--- src/rtl/rca_arb_if.sv ---
// Bundle of request, shared-adder and response signals for rca_arb.
// The slave modport is the arbiter's view; master is the surrounding system.
interface rca_arb_if #(
    parameter int unsigned N = 4
);
    logic [1:0]   req_valid_i;
    logic [1:0]   req_ready_o;
    logic [N-1:0] a0_i;
    logic [N-1:0] b0_i;
    logic         c0_i;
    logic [N-1:0] a1_i;
    logic [N-1:0] b1_i;
    logic         c1_i;
    logic [N-1:0] add_a_o;
    logic [N-1:0] add_b_o;
    logic         add_c_o;
    logic [N-1:0] add_s_i;
    logic         add_c_i;
    logic         rsp_valid_o;
    logic         rsp_ready_i;
    logic         rsp_id_o;
    logic [N-1:0] rsp_s_o;
    logic         rsp_c_o;
    logic         busy_o;

    modport slave (
        input  req_valid_i, a0_i, b0_i, c0_i, a1_i, b1_i, c1_i,
        input  add_s_i, add_c_i, rsp_ready_i,
        output req_ready_o, add_a_o, add_b_o, add_c_o,
        output rsp_valid_o, rsp_id_o, rsp_s_o, rsp_c_o, busy_o
    );

    modport master (
        output req_valid_i, a0_i, b0_i, c0_i, a1_i, b1_i, c1_i,
        output add_s_i, add_c_i, rsp_ready_i,
        input  req_ready_o, add_a_o, add_b_o, add_c_o,
        input  rsp_valid_o, rsp_id_o, rsp_s_o, rsp_c_o, busy_o
    );
endinterface

--- src/rtl/rca_arb.sv ---
// Two-requester round-robin arbiter in front of a shared registered adder.
// One operation in flight: IDLE -> ISSUE -> CAPT -> RESP -> IDLE.
module rca_arb #(
    parameter int unsigned N = 4
) (
    input  logic       clk_i,
    input  logic       rst_ni,
    rca_arb_if.slave   bus
);
    typedef enum logic [1:0] {IDLE, ISSUE, CAPT, RESP} state_e;

    state_e       state_q, state_d;
    logic         rr_q, rr_d;
    logic         owner_q, owner_d;
    logic [N-1:0] add_a_q, add_a_d;
    logic [N-1:0] add_b_q, add_b_d;
    logic         add_c_q, add_c_d;
    logic         rsp_valid_q, rsp_valid_d;
    logic         rsp_id_q, rsp_id_d;
    logic [N-1:0] rsp_s_q, rsp_s_d;
    logic         rsp_c_q, rsp_c_d;
    logic [1:0]   ready;
    logic         gnt_id;

    always_comb begin
        state_d     = state_q;
        rr_d        = rr_q;
        owner_d     = owner_q;
        add_a_d     = add_a_q;
        add_b_d     = add_b_q;
        add_c_d     = add_c_q;
        rsp_valid_d = rsp_valid_q;
        rsp_id_d    = rsp_id_q;
        rsp_s_d     = rsp_s_q;
        rsp_c_d     = rsp_c_q;
        ready       = '0;
        gnt_id      = 1'b0;
        case (state_q)
            IDLE: begin
                if (|bus.req_valid_i) begin
                    // Single requester wins outright; contention goes to the pointer.
                    if (bus.req_valid_i == 2'b11) gnt_id = rr_q;
                    else                          gnt_id = bus.req_valid_i[1];
                    ready   = gnt_id ? 2'b10 : 2'b01;
                    add_a_d = gnt_id ? bus.a1_i : bus.a0_i;
                    add_b_d = gnt_id ? bus.b1_i : bus.b0_i;
                    add_c_d = gnt_id ? bus.c1_i : bus.c0_i;
                    owner_d = gnt_id;
                    rr_d    = ~gnt_id;
                    state_d = ISSUE;
                end
            end
            ISSUE: state_d = CAPT;
            CAPT: begin
                rsp_s_d     = bus.add_s_i;
                rsp_c_d     = bus.add_c_i;
                rsp_id_d    = owner_q;
                rsp_valid_d = 1'b1;
                state_d     = RESP;
            end
            RESP: begin
                if (bus.rsp_ready_i) begin
                    rsp_valid_d = 1'b0;
                    state_d     = IDLE;
                end
            end
            default: state_d = IDLE;
        endcase
    end

    always_ff @(posedge clk_i or negedge rst_ni) begin
        if (!rst_ni) begin
            state_q     <= IDLE;
            rr_q        <= 1'b0;
            owner_q     <= 1'b0;
            add_a_q     <= '0;
            add_b_q     <= '0;
            add_c_q     <= 1'b0;
            rsp_valid_q <= 1'b0;
            rsp_id_q    <= 1'b0;
            rsp_s_q     <= '0;
            rsp_c_q     <= 1'b0;
        end else begin
            state_q     <= state_d;
            rr_q        <= rr_d;
            owner_q     <= owner_d;
            add_a_q     <= add_a_d;
            add_b_q     <= add_b_d;
            add_c_q     <= add_c_d;
            rsp_valid_q <= rsp_valid_d;
            rsp_id_q    <= rsp_id_d;
            rsp_s_q     <= rsp_s_d;
            rsp_c_q     <= rsp_c_d;
        end
    end

    // The grant is combinational, so it is gated here to stay low while reset is held.
    assign bus.req_ready_o = rst_ni ? ready : 2'b00;
    assign bus.add_a_o     = add_a_q;
    assign bus.add_b_o     = add_b_q;
    assign bus.add_c_o     = add_c_q;
    assign bus.rsp_valid_o = rsp_valid_q;
    assign bus.rsp_id_o    = rsp_id_q;
    assign bus.rsp_s_o     = rsp_s_q;
    assign bus.rsp_c_o     = rsp_c_q;
    assign bus.busy_o      = (state_q != IDLE);
endmodule

--- src/flat_wrapper.sv ---
// flat-port wrapper written by rule: the top's interface ports become plain ports
module rca_arb_flat 
#(
    parameter int unsigned N = 4
)
  (clk_i, rst_ni, bus_req_valid_i, bus_a0_i, bus_b0_i, bus_c0_i, bus_a1_i, bus_b1_i, bus_c1_i, bus_add_s_i, bus_add_c_i, bus_rsp_ready_i, bus_req_ready_o, bus_add_a_o, bus_add_b_o, bus_add_c_o, bus_rsp_valid_o, bus_rsp_id_o, bus_rsp_s_o, bus_rsp_c_o, bus_busy_o);
  rca_arb_if #(.N(N)) bus_i ();
  input  logic clk_i;
  input  logic rst_ni;
  input wire logic [$bits(bus_i.req_valid_i)-1:0] bus_req_valid_i;
  input wire logic [$bits(bus_i.a0_i)-1:0] bus_a0_i;
  input wire logic [$bits(bus_i.b0_i)-1:0] bus_b0_i;
  input wire logic [$bits(bus_i.c0_i)-1:0] bus_c0_i;
  input wire logic [$bits(bus_i.a1_i)-1:0] bus_a1_i;
  input wire logic [$bits(bus_i.b1_i)-1:0] bus_b1_i;
  input wire logic [$bits(bus_i.c1_i)-1:0] bus_c1_i;
  input wire logic [$bits(bus_i.add_s_i)-1:0] bus_add_s_i;
  input wire logic [$bits(bus_i.add_c_i)-1:0] bus_add_c_i;
  input wire logic [$bits(bus_i.rsp_ready_i)-1:0] bus_rsp_ready_i;
  output wire logic [$bits(bus_i.req_ready_o)-1:0] bus_req_ready_o;
  output wire logic [$bits(bus_i.add_a_o)-1:0] bus_add_a_o;
  output wire logic [$bits(bus_i.add_b_o)-1:0] bus_add_b_o;
  output wire logic [$bits(bus_i.add_c_o)-1:0] bus_add_c_o;
  output wire logic [$bits(bus_i.rsp_valid_o)-1:0] bus_rsp_valid_o;
  output wire logic [$bits(bus_i.rsp_id_o)-1:0] bus_rsp_id_o;
  output wire logic [$bits(bus_i.rsp_s_o)-1:0] bus_rsp_s_o;
  output wire logic [$bits(bus_i.rsp_c_o)-1:0] bus_rsp_c_o;
  output wire logic [$bits(bus_i.busy_o)-1:0] bus_busy_o;
  assign bus_i.req_valid_i = bus_req_valid_i;
  assign bus_i.a0_i = bus_a0_i;
  assign bus_i.b0_i = bus_b0_i;
  assign bus_i.c0_i = bus_c0_i;
  assign bus_i.a1_i = bus_a1_i;
  assign bus_i.b1_i = bus_b1_i;
  assign bus_i.c1_i = bus_c1_i;
  assign bus_i.add_s_i = bus_add_s_i;
  assign bus_i.add_c_i = bus_add_c_i;
  assign bus_i.rsp_ready_i = bus_rsp_ready_i;
  assign bus_req_ready_o = bus_i.req_ready_o;
  assign bus_add_a_o = bus_i.add_a_o;
  assign bus_add_b_o = bus_i.add_b_o;
  assign bus_add_c_o = bus_i.add_c_o;
  assign bus_rsp_valid_o = bus_i.rsp_valid_o;
  assign bus_rsp_id_o = bus_i.rsp_id_o;
  assign bus_rsp_s_o = bus_i.rsp_s_o;
  assign bus_rsp_c_o = bus_i.rsp_c_o;
  assign bus_busy_o = bus_i.busy_o;
  rca_arb #(.N(N)) u_core (.clk_i(clk_i), .rst_ni(rst_ni), .bus(bus_i));
endmodule
--- config.mk ---
export PLATFORM = sky130hd
export DESIGN_NAME = rca_arb_flat
export DESIGN_NICKNAME = d
export VERILOG_FILES = /design/src/rtl/rca_arb_if.sv /design/src/rtl/rca_arb.sv /design/src/flat_wrapper.sv
export SDC_FILE = /design/constraint.sdc
export NUM_CORES = 1
export LEC_CHECK = 0
export BUFFER_PORTS_ARGS = -buffer_cell sky130_fd_sc_hd__buf_2
export CORE_MARGIN = 2
export CORE_UTILIZATION = 40
export CTS_CLUSTER_DIAMETER = 100
export DETAILED_ROUTE_END_ITERATION = 10
export GPL_TIMING_DRIVEN = 0
export PLACE_DENSITY_LB_ADDON = 0.05
export SLEW_MARGIN = 20
export SYNTH_ARGS = -nofsm -noshare
export SYNTH_HDL_FRONTEND = slang
export SYNTH_SLANG_ARGS = --single-unit
--- constraint.sdc ---
create_clock -name clk_i -period 1.4 [get_ports clk_i]
set_clock_uncertainty 0.1 [all_clocks]
set_input_delay 0.07 -clock clk_i [delete_from_list [all_inputs] [get_ports clk_i]]
set_output_delay 0.07 -clock clk_i [all_outputs]
set_load 0.1 [all_outputs]
==> out/summary.txt, run 1 <==
root buf cell = clkbuf_4
sequential share of the synthesized area = 52.6%
clock-pin slew on the worst setup and hold paths = 0.12 ns
die area = 2780 sq um
setup violators final = 7
count of cell types in the netlist = 23
final wirelength = 3.09 mm
Routed WL per cell = 15.6 microns
Pre-Repair DR Iteration Count = 5
grt ovf = 0
I/O pin count = 47
Met1 Wirelength = 1.20 mm
worst rel slew slack = 38.6%
Fin. Hold Viols = 0
Syn Std Cell Area = 951 sq um
fmax = 0.570 GHz
worst r2r src = u_core.state_q[0]
r2r endpoint = u_core.state_q[1]
WL met2 = 1.59 mm
syn_nets = 119
Worst Min Path Start = bus_req_valid_i[1]
Final #Nets = 202
TritonCTS clock tree = built
Worst Hold End = u_core.bus.add_c_o
Clk Latency, worst-skew pair = 0.30 ns
Hold Slack = 0.155 ns
largest net degree at the start of global routing = 21
HPWL after DPL = 1.51 mm
Final Cycle Share = 125%
Syn Inst Count = 88
vias in the first global route = 913
DRT antenna net count = 0
# DRC = 0
top routing layer in use = met4
Sink Count = 20
Filler Cells Inserted = 147
hold path depth = 4
Crit Path Max Fanout = 5
path depth of the worst reg2reg path = 5
Mean Syn Cell Area = 10.8 sq um
H-tree Lvls = 1
Max Cap Viol = 0
Placeable Area = 2230 sq um
failing checks = setup timing
Iter 0 DRT Violations = 10
number of vias per cell = 5.11
die span in y = 52.8 microns
Inserted Diodes = 0
Worst-Margin Slew = 0.919 ns
initial antenna violation count = 0
Yosys warnings = 0
RSZ-0062 raised after global routing = yes
Rows = 17
final setup slack of the worst path = -0.355 ns
WP data required = 1.23 ns
status = complete, but fails checks
startpoint type of the worst setup path = flop
area grow syn2layout = 82.6%
Max Slew Vio Count = 0
Hold Path Class = in2reg
Crit. End Element = output pin
gpl congestion = 0.727
vias after detailed routing = 1011
share of layout cells above drive strength 1 = 50.0%
synthesis-stage register bit count = 20
WP data arrival = 1.59 ns
input/output buffers = 46
GRT Util Overall = 21.9%
Setup Crit Path Kind = reg2out
Worst R2R Setup Slack = -0.25 ns
TritonCTS buffer count = 3
Die Width = 52.8 microns
metal3 WL = 180 microns
Initial Utilization = 42.6%
Period minus WS final = 1.76 ns
CTS max path bufs = 2
first-pass GRT wire length = 4.33 mm
## through the flow
step	TNS [ns]	cells	utilization, %	cell area, sq um	worst slack (ns)
finish	-1.64	198	77.8	1740	-0.355
global route	-2.38	198	77.8	1740	-0.455
CTS	-1.43	198	75.1	1680	-0.395
detailed placement	-0.941	162	55.9	1250	-0.349
global placement	-0.892	162	55.9	1250	-0.345
floorplan	-1.80	88	-	982	-0.546
## layer usage
| layer | vias up | global-route usage [%] |
|---|---|---|
| li1 | 477 | - |
| met1 | 475 | 25.7 |
| met2 | 47 | 39.0 |
| met3 | 12 | 6.00 |
| met4 | 0 | 5.98 |
| met5 | - | 0 |
## worst max path at each step
stage          slack, ns              start  depth (start not counted)                  to
2_1_floorplan      -0.55  u_core.state_q[1]                          5  bus_req_ready_o[1]
3_3_place_gp       -0.34  u_core.state_q[1]                          6  bus_req_ready_o[1]
3_5_place_dp       -0.35  u_core.state_q[1]                          6  bus_req_ready_o[1]
4_1_cts            -0.40  u_core.state_q[0]                          6  bus_req_ready_o[1]
5_1_grt            -0.45  u_core.state_q[0]                          6  bus_req_ready_o[1]
6_report           -0.36  u_core.state_q[0]                          6  bus_req_ready_o[1]
## synthesized netlist by cell type
cell type	number	area, sq um
o21a_1	1	7.51
and2b_1	1	7.51
o32a_1	1	10.0
dfrtp_1	20	500
ha_1	3	37.5
and2_0	2	12.5
a21oi_1	9	45.0
a21o_1	1	7.51
mux2_2	7	78.8
nor2b_1	1	6.26
nor3_2	1	10.0
o21ai_2	1	8.76
a31oi_1	7	43.8
nor2_1	11	41.3
a221o_1	2	20.0
inv_1	5	18.8
buf_6	2	22.5
buf_2	1	5.00
and2_1	2	12.5
nand2b_1	1	6.26
buf_4	1	7.51
o22ai_1	1	6.26
o21ai_0	7	35.0
## layout make-up
cell class / instances / area (sq um) / share of cell area [%]
Clock buffer: 3 / 22.5 / 1.30
Buffer: 3 / 30.0 / 1.73
Timing Repair Buffer: 79 / 586 / 33.7
Tap cell: 28 / 35.0 / 2.02
Inverter: 5 / 22.5 / 1.30
Sequential cell: 20 / 500 / 28.8
Multi-Input combinational cell: 59 / 510 / 29.4
Clock inverter: 1 / 30.0 / 1.73
## critical path, cell delays in order (launching register included)
cell and delay, ns:
dfrtp_1 0.42, inv_2 0.08, ha_4 0.17, clkinvlp_4 0.12, nor3_4 0.15, and2_4 0.18
buf_12 0.16
## logic make-up (layout without fill, tap and decap cells)
family | after synthesis | after routing | synth area share [%]
DFF | 20 | 20 | 52.6
and+or+nand+nor | 19 | 19 | 10.1
AOI/OAI and AO/OA | 30 | 30 | 19.3
muxes | 7 | 7 | 8.29
buffers and inverters | 9 | 91 | 5.66
adders and majority gates | 3 | 3 | 3.95
## flip-flops by register name (all words and copies together), names as in the netlist
register                cells
u_core.bus.rsp_s_o          4
u_core.state_q              2
u_core.bus.rsp_c_o          1
u_core.bus.add_b_o          4
u_core.bus.rsp_valid_o      1
u_core.owner_q              1
u_core.bus.add_a_o          4
u_core.rr_q                 1
u_core.bus.rsp_id_o         1
u_core.bus.add_c_o          1
## layout by cell type (no fill, tap or decap), types with 6 or more instances in the layout
cell type      Yosys  final
buf_2              1     43
dlygate4sd3_1      0     25
dfrtp_1           20     20
nor2_1            11     11
buf_4              1      9
a21oi_1            9      8
o21ai_0            7      7
mux2_4             0      6
## repair_timing
| action | 4_1_cts | 5_1_grt |
|---|---|---|
| endpoints found under the setup margin | 12 | 22 |
| hold buffers | 25 | 0 |
| buffers inserted | 8 | 1 |
| pin swaps | 2 | 4 |
| cloned | 0 | 0 |
| endpoints found under the hold margin | 35 | 0 |
| resized for setup | 19 | 11 |
Power of run 1 is not shown: default switching activity piles up to over one toggle a cycle in this logic, so the estimate is an artifact.
==> inputs of run 2 (changes only) <==
--- a/config.mk
+++ b/config.mk
@@ -11,7 +11,7 @@
 export CTS_CLUSTER_DIAMETER = 100
 export DETAILED_ROUTE_END_ITERATION = 10
 export GPL_TIMING_DRIVEN = 0
-export PLACE_DENSITY_LB_ADDON = 0.05
+export PLACE_DENSITY = 0.78
 export SLEW_MARGIN = 20
 export SYNTH_ARGS = -nofsm -noshare
 export SYNTH_HDL_FRONTEND = slang
==> out/summary.txt, run 2 (synthesis gave the netlist of run 1 again) <==
CTS max path bufs = 2
Crit. End Element = output pin
setup violators final = 20
clock-pin slew on the worst setup and hold paths = 0.12 ns
CP max stage delay = 0.42 ns
post-layout util = 81.0%
H-tree Lvls = 1
WP data required = 1.23 ns
most frequent cells in the layout = buf_2 (43), dlygate4sd3_1 (21), dfrtp_1 (20)
Setup Crit Path Kind = reg2out
cells along the critical path = inv_2 -> ha_4 -> clkinvlp_4 -> nor3_4 -> and2_4 -> buf_12
I/O pin count = 47
HPWL after DPL = 1.66 mm
root buf cell = clkbuf_4
gpl congestion = 0.695
Clk Latency, worst-skew pair = 0.32 ns
vias in the first global route = 1055
GRT Util Overall = 22.1%
Filler Cells Inserted = 121
Sink Count = 20
Inserted Diodes = 0
die area = 2780 sq um
final setup slack of the worst path = -0.418 ns
area grow syn2layout = 90.1%
# DRC = 0
Hold Path Class = in2reg
failing checks = setup timing
TritonCTS clock tree = built
Buf/Inv on CP = 3
Routed WL per cell = 17.8 microns
vias after detailed routing = 1084
Pre-Repair DR Iteration Count = 4
WP data arrival = 1.65 ns
Rows = 17
startpoint type of the worst setup path = flop
Die Width = 52.8 microns
Crit Path Max Fanout = 4
first-pass GRT wire length = 4.50 mm
CP top delay family = flip-flops
Final Cycle Share = 130%
TritonCTS buffer count = 3
die span in y = 52.8 microns
final wirelength = 3.53 mm
share of layout cells above drive strength 1 = 54.1%
grt ovf = 0
Max Slew Vio Count = 0
most common cell after layout, fill and taps aside = buf_2
DRT antenna net count = 0
Initial Utilization = 42.6%
largest net degree at the start of global routing = 21
CP max stage cell = dfrtp_1
Period minus WS final = 1.82 ns
worst rel slew slack = 38.0%
fmax = 0.550 GHz
RSZ-0062 raised after global routing = yes
Max Cap Viol = 0
Final #Nets = 202
initial antenna violation count = 0
Worst-Margin Slew = 0.927 ns
number of vias per cell = 5.47
input/output buffers = 46
Fin. Hold Viols = 0
status = complete, but fails checks
Placeable Area = 2230 sq um
Iter 0 DRT Violations = 31
-- run 2: cell types whose count changed in the layout (fill, tap and decap cells not counted), moves of 2 or more --
cell,before,now
buf_6,2,4
a31oi_4,2,4
a21oi_4,0,2
a31oi_2,3,1
dlygate4sd3_1,25,21
-- run 2: per-stage QoR --
stage / instance area [sq um] / worst slack [ns] / setup TNS, ns / hold slack, ns / std cells
2_1_floorplan: 982 / -0.546 / -1.80 / -0.326 / 88
3_3_place_gp: 1250 / -0.311 / -0.796 / -0.0539 / 162
3_5_place_dp: 1250 / -0.368 / -1.05 / -0.0423 / 162
4_1_cts: 1670 / -0.389 / -1.18 / 0.00151 / 195
5_1_grt: 1810 / -0.467 / -3.27 / 0.000574 / 198
6_report: 1810 / -0.418 / -2.34 / 0.0168 / 198
-- run 2: path summary, 6_finish.rpt --
path                                    endpoint             startpoint  slack [ns]  depth (start not counted)
max                           bus_req_ready_o[1]      u_core.state_q[1]       -0.42                          6
min reg2reg                u_core.bus.rsp_s_o[2]  u_core.bus.rsp_s_o[2]        0.42                          1
min                        u_core.bus.add_a_o[2]            bus_a1_i[2]        0.02                          3
max reg2reg                u_core.bus.add_b_o[3]      u_core.state_q[1]       -0.24                          7
max in group asynchronous  u_core.bus.add_a_o[1]                 rst_ni        0.27                          2
min in group asynchronous  u_core.bus.add_a_o[3]                 rst_ni        0.36                          2
-- run 2: tightest hold or removal path, stage by stage --
cell and delay (ns):
buf_2 0.11, a31oi_4 0.14, a21oi_1 0.07
-- run 2: area by class of cell --
cell class	count	area, sq um	share of cell area, %
multi-input cells	59	577	31.9
repair buffers	78	572	31.6
flip-flops and latches	20	500	27.7
plain buffers	4	48.8	2.70
well taps	28	35.0	1.94
clock inverters	1	30.0	1.66
clock buffers	3	22.5	1.25
inverters	5	22.5	1.25
-- run 2: per-layer routing --
metal | vias up | wire length, microns | global-route usage [%] | part of all wire [%]
met3 | 13 | 198 | 2.86 | 5.6
li1 | 476 | - | - | -
met1 | 532 | 1380 | 24.8 | 39
met5 | - | 0 | 0 | 0
met2 | 63 | 1830 | 42.1 | 52
met4 | 0 | 116 | 7.69 | 3.3
-- run 2: timing repair --
| action | in CTS | in global routing |
|---|---|---|
| hold buffers | 21 | 0 |
| gates resized for setup | 26 | 15 |
| setup endpoints to repair | 12 | 22 |
| pin swaps | 2 | 5 |
| buffers inserted | 8 | 5 |
| endpoints found under the hold margin | 35 | 0 |
Power of run 2 is left out for the same reason.
